File: src/rtl/rr_arbiter8.sv
// rr_arbiter8: 8-way round-robin arbiter with held grants; ARB_TIMEOUT_EN adds forced rotation after MAX_HOLD cycles
module rr_arbiter8 #(
  parameter logic [2:0] RST_PTR  = 3'd0,
  parameter int         MAX_HOLD = 16,
  parameter int         CNT_W    = 5
) (
  input  logic       clk_i,
  input  logic       rst_ni,
  input  logic       en_i,
  input  logic [7:0] req_i,
  output logic [7:0] gnt_o,
  output logic [2:0] gnt_idx_o,
  output logic       gnt_vld_o,
  output logic       timeout_o
);
  typedef enum logic {IDLE, GRANT} state_e;
  state_e     state_q;
  logic [7:0] gnt_q;
  logic [2:0] idx_q;
  logic [2:0] ptr_q;
  logic       to_q;
  logic [7:0] cand;
  logic [2:0] win;
  logic [2:0] j;
  logic       found;
  logic       held;
  logic       force_rot;
  logic       take;

  if (MAX_HOLD < 2 || (1 << CNT_W) <= MAX_HOLD) begin : g_bad_cfg
    $error("rr_arbiter8: need MAX_HOLD >= 2 and 2**CNT_W > MAX_HOLD");
  end

`ifdef ARB_TIMEOUT_EN
  localparam logic [CNT_W-1:0] HOLD_LAST = CNT_W'(MAX_HOLD - 1);
  logic [CNT_W-1:0] cnt_q;
  assign force_rot = held && cnt_q == HOLD_LAST && found && en_i;
  // Hold counter: clears on each new grant, saturates at the rotation threshold
  always_ff @(posedge clk_i) begin
    if (!rst_ni || take) cnt_q <= '0;
    else if (held && cnt_q != HOLD_LAST) cnt_q <= cnt_q + 1'b1;
  end
`else
  assign force_rot = 1'b0;
`endif

  // Winner search from ptr, excluding the current owner so a release never re-grants the same cycle
  always_comb begin
    held  = state_q == GRANT && req_i[idx_q];
    cand  = (state_q == GRANT) ? req_i & ~gnt_q : req_i;
    found = 1'b0;
    win   = ptr_q;
    j     = ptr_q;
    for (int k = 7; k >= 0; k--) begin
      j = ptr_q + 3'(k);
      if (cand[j]) begin
        found = 1'b1;
        win   = j;
      end
    end
    take = en_i && found && (!held || force_rot);
  end

  // Grant FSM: new grant on take, hold while owner requests, otherwise fall back to idle
  always_ff @(posedge clk_i) begin
    if (!rst_ni) begin
      state_q <= IDLE;
      gnt_q   <= '0;
      idx_q   <= '0;
      ptr_q   <= RST_PTR;
      to_q    <= 1'b0;
    end else begin
      to_q <= force_rot;
      if (take) begin
        state_q <= GRANT;
        idx_q   <= win;
        gnt_q   <= 8'd1 << win;
        ptr_q   <= win + 3'd1;
      end else if (!held) begin
        state_q <= IDLE;
        gnt_q   <= '0;
        idx_q   <= '0;
      end
    end
  end

  assign gnt_o     = gnt_q;
  assign gnt_idx_o = idx_q;
  assign gnt_vld_o = state_q == GRANT;
  assign timeout_o = to_q;
endmodule

File: config.mk
export PLATFORM = sky130hd
export DESIGN_NAME = rr_arbiter8
export DESIGN_NICKNAME = d
export VERILOG_FILES = /design/src/rtl/rr_arbiter8.sv
export SDC_FILE = /design/constraint.sdc
export NUM_CORES = 1
export LEC_CHECK = 0
export ABC_AREA = 1
export BUFFER_PORTS_ARGS = -buffer_cell sky130_fd_sc_hd__buf_2
export CAP_MARGIN = 20
export CORE_MARGIN = 1.5
export CORE_UTILIZATION = 41
export DETAILED_ROUTE_END_ITERATION = 8
export HOLD_SLACK_MARGIN = 0.05
export MAX_ROUTING_LAYER = met4
export PLACE_DENSITY = 0.65
export SLEW_MARGIN = 20
export SYNTH_ARGS = -nofsm -noshare
export SYNTH_HDL_FRONTEND = slang
export SYNTH_SLANG_ARGS = --single-unit
File: constraint.sdc
create_clock -name clk_i -period 2.6 [get_ports clk_i]
set_input_delay 0.39 -clock clk_i [delete_from_list [all_inputs] [get_ports clk_i]]
set_output_delay 0.39 -clock clk_i [all_outputs]
set_load 0.02 [all_outputs]
==> results of run 1 <==
## how the worst min path moves through the flow
stage                        start  endpoint  slack, ns  cells after the start
final                       rst_ni  ptr_q[0]       0.33                      3
after detailed placement  gnt_o[4]  gnt_o[4]       0.48                      2
after global placement    gnt_o[4]  gnt_o[4]       0.48                      2
after global routing        rst_ni  ptr_q[2]       0.35                      3
after CTS                   rst_ni  ptr_q[0]       0.34                      3
after floorplan             rst_ni  ptr_q[0]       0.51                      2
## repair_timing
action / 4_1_cts / 5_1_grt
endpoints found under the setup margin: 0 / 9
resized for setup: 0 / 4
hold buffers: 0 / 0
## area by class of cell
class	instances	area, µm²	share of cell area
multi-input combinational	184	1000	0.597
sequential	15	303	0.180
timing repair buffer	30	170	0.101
inverter	30	118	0.0701
tap	46	57.6	0.0343
clock buffer	3	22.5	0.0134
clock inverter	1	5.00	0.00298
## synth_stat cells (all sizes together)
cell type  count  area share
nand2         72        0.20
nand3         55        0.24
inv           30       0.080
nor2          21       0.064
a21oi         19       0.070
dfxtp         15        0.20
buf            6       0.042
o21ai          5       0.017
ha             3       0.025
mux2i          2       0.014
xor2           2       0.017
clkbuf         1      0.0025
conb           1      0.0025
nand4          1      0.0042
nor3           1      0.0034
o221ai         1      0.0059
xnor2          1       0.011
## layer usage
| layer | wire length [µm] | track usage | up-vias |
|---|---|---|---|
| met2 | 1820 | 0.342 | 34 |
| met4 | 43 | 0.0500 | 0 |
| li1 | - | - | 818 |
| met3 | 119 | 0.0162 | 8 |
| met5 | 0 | - | - |
| met1 | 1810 | 0.258 | 671 |
## metrics by stage
step | hold slack [ns] | instances
final | 0.331 | 309
after global routing | 0.353 | 309
after CTS | 0.339 | 309
after detailed placement | 0.479 | 305
after global placement | 0.482 | 305
after floorplan | 0.513 | 236
## flip-flops by register name, summed over array words and instances (netlist names)
signal,count
gnt_o,8
gnt_idx_o,3
ptr_q,3
gnt_vld_o,1
## cell usage in the layout, fill, tap and decap left out
master / count
o21ai_0: 3
inv_4: 2
inv_2: 8
nor3_1: 1
nand4_1: 1
dfxtp_2: 2
clkinv_2: 1
buf_4: 8
o21ai_1: 2
a21oi_2: 2
nand2_1: 66
ha_1: 2
buf_2: 22
xor2_2: 1
nand3_2: 15
clkbuf_4: 3
conb_1: 1
inv_1: 20
dfxtp_1: 13
a21oi_1: 17
nand2_4: 2
nor2_1: 19
nor2_4: 2
nand2_2: 4
ha_4: 1
xnor2_2: 1
mux2i_1: 2
nand3_1: 40
xor2_1: 1
o221ai_1: 1
## kinds of logic (layout without fill, tap and decap cells)
| logic type | Yosys count | count (layout) | share of synthesized area |
|---|---|---|---|
| adders and majority gates | 3 | 3 | 0.0255 |
| muxes | 2 | 2 | 0.0136 |
| xor gates and xnor gates | 3 | 3 | 0.0280 |
| AOI/OAI and AO/OA | 25 | 25 | 0.0925 |
| other | 1 | 1 | 0.00254 |
| buffers and inverters | 37 | 64 | 0.125 |
| and+or+nand+nor | 150 | 150 | 0.509 |
| DFF | 15 | 15 | 0.204 |
## worst max-delay path, cell delays in order, from the launching register on
cell     delay (ns)
dfxtp_2        0.38
inv_2          0.06
ha_4           0.30
inv_2          0.08
nand3_2        0.10
nand3_1        0.11
nand2_1        0.08
nand3_1        0.06
nand2_1        0.07
nand2_1        0.05
nand2_1        0.05
nand2_1        0.05
nand2_1        0.05
nand2_1        0.05
nand2_1        0.08
nand2_1        0.09
nand2_1        0.09
inv_1          0.05
ha_1           0.27
o21ai_0        0.16
a21oi_1        0.05
==> results.md, run 1 <==
* Run status: finished clean
* Number of library cell types mapped by synthesis at 29
* MaxCap Viol Count at 0
* # setup viols final at 0
* Worst Reg2Reg Path Length in Cells at 20
* Num rows at 21
* Core area at ~3400 µm²
* Fmax at roughly 420 MHz
* Crit path capture: ptr_q[2]
* CP Capture Type: register
* Number of clock sinks at 15
* Final min period at between 2 and 2.5 ns
* Mapped Area at between 1000 and 1500 µm²
* Avg Inst Size Synth at ~6.2 µm²
* Setup crit start kind: register
* Area delta synth->final at 13.8%
* Worst reg2reg startpoint: ptr_q[1]
* Dpl cell area at approximately 1600 µm²
* Synth warn at 0
* Maximum fanout along the worst path at 7
* Fillers at between 300 and 400
* Required time worst endpoint at approximately 2.8 ns
* DR WL/cell at approximately 12 µm
* Initial DRC Count at 85
* WP data arrival at ~2.6 ns
* Register area share after synthesis at 0.204
* Reg2reg setup slack at between 0.2 and 0.25 ns
* Fraction of layout cells with a size suffix above 1 at 0.281
* Drt via density at between 4 and 5
* R2R Path End: ptr_q[2]
* Clock tree root buffer cell: clkbuf_4
* TritonCTS Buffers at 3
* DRC violations left at 0
* Buffers on Ports at 22
* Crit path kind: reg2reg
* Design area at about 1700 µm²
* Die Ht at 63.0 µm
* Mapped Nets at 250
* Final core occ at 0.495
* RSZ-0062 raised after global routing: no
* Final Max Slew Viols at 0
* CTS max path bufs at 2
* CTS tree: built
* Pin count of the biggest net entering global routing at 14
* Routability Congestion at slightly below 0.9
* Antenna cells at 0
* Vias in the first global route at 1361
* Via count at 1531
* Post-DP HPWL at approximately 3200 µm
* Final WS setup at 0.218 ns
* Setup tns final at 0 ns
* CP Launch Point: ptr_q[1]
* Post-Syn Instances at roughly 240
* Final hold violations at 0
* Final ANT Viol Nets at 0
* Latest clock arrival within the worst-skew pair at between 0.2 and 0.3 ns
* Crit share post-route at 0.916
* Die W at ~63 µm
* Hold crit path type: in2reg
* Post-Place Setup Slack at 0.0897 ns
* Global-route wire length before repair at between 6000 and 7000 µm
* Initial antenna violation count at 0
* Clk_skew at around 0.0015 ns
* GRT Util Overall at 0.201
* Initial cell density of the core at 0.435
* Fin nets at between 200 and 300
* Die area at approximately 4000 µm²
* Ports at 24
* CTS H-tree depth at 1
* Final global-route overflow total at 0
* Synthesis-stage register bit count at 15
* Reg clk slew, reported paths at 0.10 ns
* Setup Buffers After CTS at 0
* WL final at around 3800 µm
* 1st-pass router iterations at 4
Power of run 1 is not shown: default switching activity piles up to over one toggle a cycle in this logic, so the estimate is an artifact.
==> inputs of run 2 (changes only) <==
- CELL_PAD_IN_SITES_DETAIL_PLACEMENT: default -> 1
- CELL_PAD_IN_SITES_GLOBAL_PLACEMENT: default -> 1
- CORE_UTILIZATION: 41 -> 39
- PLACE_DENSITY: 0.65 -> 0.81
- clock period: 2.6 -> 2.5 ns (I/O delays scaled with it)
==> run 2 against run 1 <==
  * Hold slack better by 0.044 ns
  * Sequential share of layout area decreased by 0.44 points
  * First-iteration DRC count shrank 55%
  * Fmax up 3.1%
  * Die area grew 4.9%
  * Sequential cell count did not move
  * Critical path type unchanged
  * Critical endpoint unchanged
  * Largest cell class unchanged
  * Highest routed layer unchanged
==> results.md, run 2 (synthesized netlist as in run 1, its figures left out) <==
* Die W at between 60 and 70 µm
* Die Ht at ~64 µm
* Die area at approximately 4200 µm²
* MaxCap Viol Count at 0
* Buffers on Ports at 22
* Crit share post-route at 0.924
* Initial DRC Count at 38
* CTS H-tree depth at 1
* Post-DP HPWL at approximately 3800 µm
* CTS tree: built
* Highest-count cells in the layout ignoring fill and taps: nand2_1, nand3_1, buf_2
* Antenna cells at 0
* Worst path cell trace: inv_4 > ha_4 > inv_4 > nand3_1 > nand3_2 > nand2_2 > a21oi_1 > nand3_1 > nand2_1 > nand2_1 > nand2_1 > nand2_1 > nand2_2 > nand2_4 > nand2_1 > inv_1 > ha_1 > o21ai_0 > a21oi_1
* Fmax at about 430 MHz
* Hold crit path type: in2reg
* Reg clk slew, reported paths at roughly 0.070 ns
* CTS max path bufs at 2
* DRC violations left at 0
* Dpl cell area at 1660 µm²
* Design area at ~1800 µm²
* Final min period at between 2 and 2.5 ns
* Initial antenna violation count at 0
* WP data arrival at 2.46 ns
* Routability Congestion at between 0.9 and 1
* Final ANT Viol Nets at 0
* Setup crit start kind: register
* Global-route wire length before repair at between 7000 and 8000 µm
* Crit path kind: reg2reg
* Finished Layout Cells at a little over 300
* # setup viols final at 0
* Fin nets at roughly 280
* Maximum fanout along the worst path at 7
* Largest register FFs at 8
* Pin count of the biggest net entering global routing at 14
* CP bufs+invs at 3
* Worst path top cell family by delay: simple AND/OR/NAND/NOR gates
* Initial cell density of the core at 0.406
* Final Max Slew Viols at 0
* Run status: finished clean
* Final hold violations at 0
* Commonest non-fill, non-tap cell in the layout: nand2_1
* Ports at 24
* Number of clock sinks at 15
* Num rows at 22
* DR WL/cell at 14.9 µm
* Vias in the first global route at approximately 1600
* Drt via density at between 5 and 6
* Hold-fix buffers, CTS at 0
* GRT Util Overall at 0.244
* Core area at ~3600 µm²
* Setup tns final at 0 ns
* Final global-route overflow total at 0
* Latest clock arrival within the worst-skew pair at about 0.26 ns
* 1st-pass router iterations at 4
* Fraction of layout cells with a size suffix above 1 at 0.300
* Clk_skew at 0.00744 ns
* Clock tree root buffer cell: clkbuf_8
* Area delta synth->final at 20.0%
* Required time worst endpoint at approximately 2.7 ns
* CP Capture Type: register
* Via count at approximately 1600
* Placed insts at between 300 and 400
* TritonCTS Buffers at 3
* Most frequent cell on the critical path: nand2_1
* WL final at ~4600 µm
* CP max stage cell: dfxtp_4
* Crit-path max cell delay at between 0.3 and 0.4 ns
[run 2: changes by cell type in the layout (fill, tap and decap cells not counted), moves of 2 or more]
| cell | change |
|---|---|
| clkbuf_8 | +3 |
| dfxtp_2 | -2 |
| nand3_2 | +2 |
| nand3_1 | -2 |
| buf_4 | -2 |
| dfxtp_4 | +3 |
| clkbuf_4 | -3 |
[run 2: final cells by class]
type	count	area (µm²)
Clock buffer	3	41.3
Clock inverter	1	5.00
Fill cell	529	1860
Inverter	30	120
Multi-Input combinational cell	184	1040
Sequential cell	15	312
Tap cell	48	60.1
Timing Repair Buffer	30	186
[run 2: repair_timing]
| action | in CTS | in global routing |
|---|---|---|
| setup buffers | 0 | 0 |
| hold endpoints to repair | 0 | 0 |
| setup endpoints to repair | 0 | 9 |
| gates resized for setup | 0 | 14 |
[run 2: worst paths after layout]
kind / startpoint / end / slack [ns] / cells after the start
hold / removal: rst_ni / ptr_q[0] / 0.37 / 3
setup reg to reg: ptr_q[0] / ptr_q[2] / 0.19 / 19
hold reg to reg: gnt_idx_o[2] / gnt_idx_o[2] / 0.50 / 2
setup / recovery: ptr_q[0] / ptr_q[2] / 0.19 / 19
[run 2: worst reg2reg max path, cell delays in order, from the launching register on]
cell	delay, ns
dfxtp_4	0.37
inv_4	0.05
ha_4	0.26
inv_4	0.11
nand3_1	0.12
nand3_2	0.09
nand2_2	0.08
a21oi_1	0.12
nand3_1	0.07
nand2_1	0.06
nand2_1	0.05
nand2_1	0.05
nand2_1	0.06
nand2_2	0.07
nand2_4	0.05
nand2_1	0.08
inv_1	0.05
ha_1	0.26
o21ai_0	0.16
a21oi_1	0.05
[run 2: metrics by stage]
step           setup slack (ns)  hold slack [ns]   util
2_1_floorplan            0.0700            0.498      -
3_3_place_gp              0.122            0.469  0.458
3_5_place_dp             0.0737            0.476  0.458
4_1_cts                  0.0703            0.380  0.470
5_1_grt                -0.00544            0.381  0.487
6_report                  0.189            0.375  0.487
[run 2: layer usage]
layer  vias to the layer above  GRT usage  wire (µm)
met5                         -          -          0
met4                         0     0.0665         79
met3                         9     0.0278         76
met2                        21      0.443       2370
met1                       747      0.286       2120
li1                        812          -          -
Power of run 2 is left out for the same reason.
